$ cat config.mk
export PLATFORM = sky130hd
export DESIGN_NAME = pulse_stretcher
export DESIGN_NICKNAME = d
export VERILOG_FILES = /design/src/rtl/pulse_stretcher_pkg.sv /design/src/rtl/sat_updown_counter.sv /design/src/rtl/pulse_stretcher.sv
export SDC_FILE = /design/constraint.sdc
export NUM_CORES = 1
export LEC_CHECK = 0
export ABC_AREA = 0
export CORE_MARGIN = 2
export CORE_UTILIZATION = 45
export CTS_CLUSTER_SIZE = 10
export DETAILED_ROUTE_END_ITERATION = 10
export GPL_ROUTABILITY_DRIVEN = 0
export PLACE_DENSITY_LB_ADDON = 0.05
export SLEW_MARGIN = 10
export SYNTH_ARGS = -nofsm -noshare
export SYNTH_HDL_FRONTEND = slang
export SYNTH_SLANG_ARGS = --single-unit
$ cat constraint.sdc
create_clock -name clk -period 4.8 [get_ports clk]
set_input_delay 0.72 -clock clk [delete_from_list [all_inputs] [get_ports clk]]
set_output_delay 0.72 -clock clk [all_outputs]
set_load 0.01 [all_outputs]
$ cat src/rtl/pulse_stretcher_pkg.sv
// rtl/pulse_stretcher_pkg.sv - shared state encoding and widths for the pulse stretcher
package pulse_stretcher_pkg;

  typedef enum logic [1:0] {
    ST_IDLE = 2'd0,
    ST_HIGH = 2'd1,
    ST_GAP  = 2'd2
  } state_t;

  localparam int CNT_W  = 16;
  localparam int PEND_W = 8;

endpackage

$ cat src/rtl/sat_updown_counter.sv
// rtl/sat_updown_counter.sv - saturating up/down request counter with drop strobe
module sat_updown_counter
  import pulse_stretcher_pkg::*;
#(
  parameter int MAX = 15,
  parameter int W   = PEND_W
) (
  input  logic         clk,
  input  logic         rst_n,
  input  logic         inc,
  input  logic         dec,
  output logic [W-1:0] count,
  output logic         ovf_strobe
);

  localparam logic [W-1:0] MAX_V = W'(MAX);

  // A simultaneous inc and dec nets to zero, so only a lone inc at MAX is a drop.
  always_comb begin
    ovf_strobe = inc && !dec && (count == MAX_V);
  end

  always_ff @(posedge clk) begin
    if (!rst_n) begin
      count <= '0;
    end else begin
      case ({inc, dec})
        2'b10: if (count != MAX_V) count <= count + W'(1);
        2'b01: if (count != '0)    count <= count - W'(1);
        default: count <= count;
      endcase
    end
  end

endmodule

$ cat src/rtl/pulse_stretcher.sv
// rtl/pulse_stretcher.sv - request-queued pulse stretcher with fixed high time and guaranteed low gap
module pulse_stretcher
  import pulse_stretcher_pkg::*;
#(
  parameter int HIGH_CYCLES = 5000,
  parameter int LOW_CYCLES  = 5000,
  parameter int PEND_MAX    = 15
) (
  input  logic              clk,
  input  logic              rst_n,
  input  logic              trig,
  input  logic              clr_ovf,
  output logic              pulse_out,
  output logic              busy,
  output logic [PEND_W-1:0] pend_cnt,
  output logic              ovf
);

  localparam logic [CNT_W-1:0] HIGH_LAST = CNT_W'(HIGH_CYCLES - 1);
  localparam logic [CNT_W-1:0] LOW_LAST  = CNT_W'(LOW_CYCLES - 1);

  state_t           state, state_nxt;
  logic [CNT_W-1:0] cnt, cnt_nxt;
  logic             q_inc, q_dec, drop;

  always_comb begin
    state_nxt = state;
    cnt_nxt   = cnt + CNT_W'(1);
    q_inc     = 1'b0;
    q_dec     = 1'b0;
    case (state)
      ST_IDLE: begin
        cnt_nxt = '0;
        if (trig) state_nxt = ST_HIGH;
      end
      ST_HIGH: begin
        q_inc = trig;
        if (cnt == HIGH_LAST) begin
          state_nxt = ST_GAP;
          cnt_nxt   = '0;
        end
      end
      ST_GAP: begin
        q_inc = trig;
        if (cnt == LOW_LAST) begin
          cnt_nxt = '0;
          // Queued requests are served first; a fresh trig with an empty queue starts directly.
          if (pend_cnt != '0) begin
            state_nxt = ST_HIGH;
            q_dec     = 1'b1;
          end else if (trig) begin
            state_nxt = ST_HIGH;
            q_inc     = 1'b0;
          end else begin
            state_nxt = ST_IDLE;
          end
        end
      end
      default: begin
        state_nxt = ST_IDLE;
        cnt_nxt   = '0;
      end
    endcase
  end

  always_ff @(posedge clk) begin
    if (!rst_n) begin
      state     <= ST_IDLE;
      cnt       <= '0;
      pulse_out <= 1'b0;
      busy      <= 1'b0;
    end else begin
      state     <= state_nxt;
      cnt       <= cnt_nxt;
      pulse_out <= (state_nxt == ST_HIGH);
      busy      <= (state_nxt != ST_IDLE);
    end
  end

  sat_updown_counter #(
    .MAX (PEND_MAX),
    .W   (PEND_W)
  ) u_pend (
    .clk        (clk),
    .rst_n      (rst_n),
    .inc        (q_inc),
    .dec        (q_dec),
    .count      (pend_cnt),
    .ovf_strobe (drop)
  );

  // A drop at the same edge as a clear must leave the flag set.
  always_ff @(posedge clk) begin
    if (!rst_n) begin
      ovf <= 1'b0;
    end else if (drop) begin
      ovf <= 1'b1;
    end else if (clr_ovf) begin
      ovf <= 1'b0;
    end
  end

endmodule

==> results.yml <==
worst_setup_path:
  critPathArrivalTime_ns: 3.42
  worstSetupEndpointType: "flop"
  start_kind: "flop"
  crit_required_ns: 5.06
  criticalPathCategory: "reg -> reg"
  critPathMaxFanout: 8
route:
  route.detailed.drc: 0
  routed_wl_mm: 2.95
  wl_per_cell_um: 12.0
  routed-via-count: 1290
  drt_pass1_iterations: 4
  dr.first_iter.drc_count: 47
  vias_per_cell: 5.24
  drtAntennaViolNets: 0
worst_hold_path:
  hold_path.class: "reg -> reg"
logic_synthesis:
  yosysSeqAreaShare_pct: 37.0
  netlist_area_mm2: 0.00157
  syn_area_per_cell_um2: 8.72
  ys_warn_count: 0
  synth_largest_area_cell: "dfxtp_1"
  ys_ff_latch: 29
  netlist_top_cells_area: "dfxtp_1, ha_1, nor2_1"
  yosysUniqueCellTypes: 43
  synth-edff-count: 0
  async_flop_share_pct: 0
  synth_nets: 196
  synth_top_area_share_pct: 37.0
  syn_inst: 180
  synth_flop_cell: "dfxtp_1"
sta:
  max-slew-margin-rel_pct: 61.0
  fmax_mhz: 316
  fin_worst_skew_ns: 0.00738
  layout_worst_path_cycle_share_pct: 65.8
  rsz0062_at_grt: "false"
  tightest_slew_ns: 0.584
  tns_ns: 0
  maxSlewViolCount: 0
  hold_viol_final: 0
  setup_viol: 0
  timing.final.ws_setup_ns: 1.64
  layout_min_cycle_time_ns: 3.16
cts:
  path_clk_slew_ns: 0.10
  cts_tree: "built"
  cts_buffer_depth: 2
  clock_latency_ns: 0.32
  numCtsBuffers: 5
  postCtsHoldBufs: 0
  cts_setup_buffers: 0
  htree_levels: 2
  clock_sinks: 29
  root_buffer: "clkbuf_4"
  cts_resized: 0
global_routing:
  busiest_layer: "met2"
  antenna_found_initial: 0
  grt_pass1_wl_mm: 5.23
  grt_use_met1_pct: 22.0
  grt_pass1_vias: 1191
  grt_start_max_net_pins: 17
  use_met3_pct: 5.36
  grt_use_total_pct: 16.8
  overflow: 0
  use_met2_pct: 24.9
placement:
  place_ws_ns: 1.36
  io_buffers: 14
  dpl_cell_area_mm2: 0.00175
  place_hpwl_mm: 2.23
cells_and_area:
  regArea_um2: 581
  antenna_cells: 0
  layout_common_cells: "dfxtp_1, nor2_1, nand2_1"
  final_nets: 215
  multiInputGateArea_um2: 927
  area_growth_pct: 16.1
  layout_commonest_cell: "dfxtp_1"
  utilization_pct: 54.6
  drive_above_1_share_pct: 8.00
  fin_area_mm2: 0.00182
  fillCellCount: 337
outcome:
  outcome: "finished, final reports clean"
floorplan:
  die-area_mm2: 0.00398
  num_rows: 21
  io_pins: 15
  chipHeight_um: 63.1
  coreArea_mm2: 0.00334
  initial_core_util_pct: 47.0
  die_w_um: 63.1
power_and_ir_drop:
  p_switching_mw: 0.105
  clkPwrFrac_pct: 38.2
  power.density_mw_per_mm2: 245
  p_leak_nw: 0.701
  ir_drop_uv: 158
  p_total_mw: 0.447
  pwr-share-comb_pct: 6.5
  p_int_mw: 0.342
  seq_power_share_pct: 55.3
  p_sw_share_pct: 23.5
job:
  maxCapViolations: 0
## power groups by stage
stage               Combinational [mW]  Sequential [mW]  Clock, mW
finish                          0.0292            0.247      0.171
global route                    0.0329            0.248      0.187
CTS                             0.0293            0.247      0.177
detailed placement              0.0289            0.253          0
global placement                0.0281            0.252          0
floorplan                       0.0166            0.253          0
## critical path: stages (launching register included)
cell,delay (ns)
dfxtp_1,0.39
ha_1,0.21
nor4b_2,0.25
nand4_2,0.24
or3_4,0.43
clkinv_4,0.10
ha_1,0.23
a21oi_1,0.18
o211ai_1,0.15
o41ai_1,0.34
xnor2_1,0.12
or3_1,0.31
a21oi_1,0.14
## worst paths after layout
check / start / end / slack, ns / depth (start not counted)
max: cnt[0]$_SDFF_PP0_ / u_pend.count[7]$_SDFFE_PN0P_ / 1.64 / 12
min reg2reg: cnt[0]$_SDFF_PP0_ / cnt[0]$_SDFF_PP0_ / 0.49 / 1
max reg2reg: cnt[0]$_SDFF_PP0_ / u_pend.count[7]$_SDFFE_PN0P_ / 1.64 / 12
min: cnt[0]$_SDFF_PP0_ / cnt[0]$_SDFF_PP0_ / 0.49 / 1
## synthesized netlist by cell type (2+ instances only)
cell type  number
and4_1          2
xnor2_1        10
ha_1           11
mux2i_1         4
or4_4           2
xor2_1          7
or3_1           4
nand3_1         7
nor2_1         28
nand2_1        17
and3_1          3
a21oi_1         8
o211ai_1        3
nor2b_1         2
o21ai_0         8
inv_1           9
dfxtp_1        29
## metrics by stage
step	instances	hold slack, ns
floorplan	180	0.430
finish	246	0.492
detailed placement	238	0.478
CTS	246	0.501
global placement	238	0.447
global route	246	0.522
## cell families (layout without fill, tap and decap cells)
group	after synthesis	in the layout	synth area share (%)
buf+inv	13	33	3.91
fa+ha+maj	12	12	10.0
xor+xnor	17	17	9.49
simple gates	75	75	24.5
compound gates	30	30	12.5
mux	4	4	2.55
flops	29	29	37.0
## sequential cells by signal, indices dropped and copies added (netlist names)
signal,flops
cnt,16
u_pend.count,8
state,2
busy,1
ovf,1
pulse_out,1
## cell type report
cell class	instances	area share, %
multi-input combinational	138	50.9
sequential	29	31.9
timing repair buffer	14	7.69
clock buffer	7	3.57
tap	46	3.16
inverter	11	2.54
clock inverter	1	0.275
## routing by layer
layer  wire length, um  share of wire, %
met4                80               2.7
met2              1300                44
met1              1460                49
met3               110               3.7
met5                 0                 0
Power figures use the tool's default switching activity.
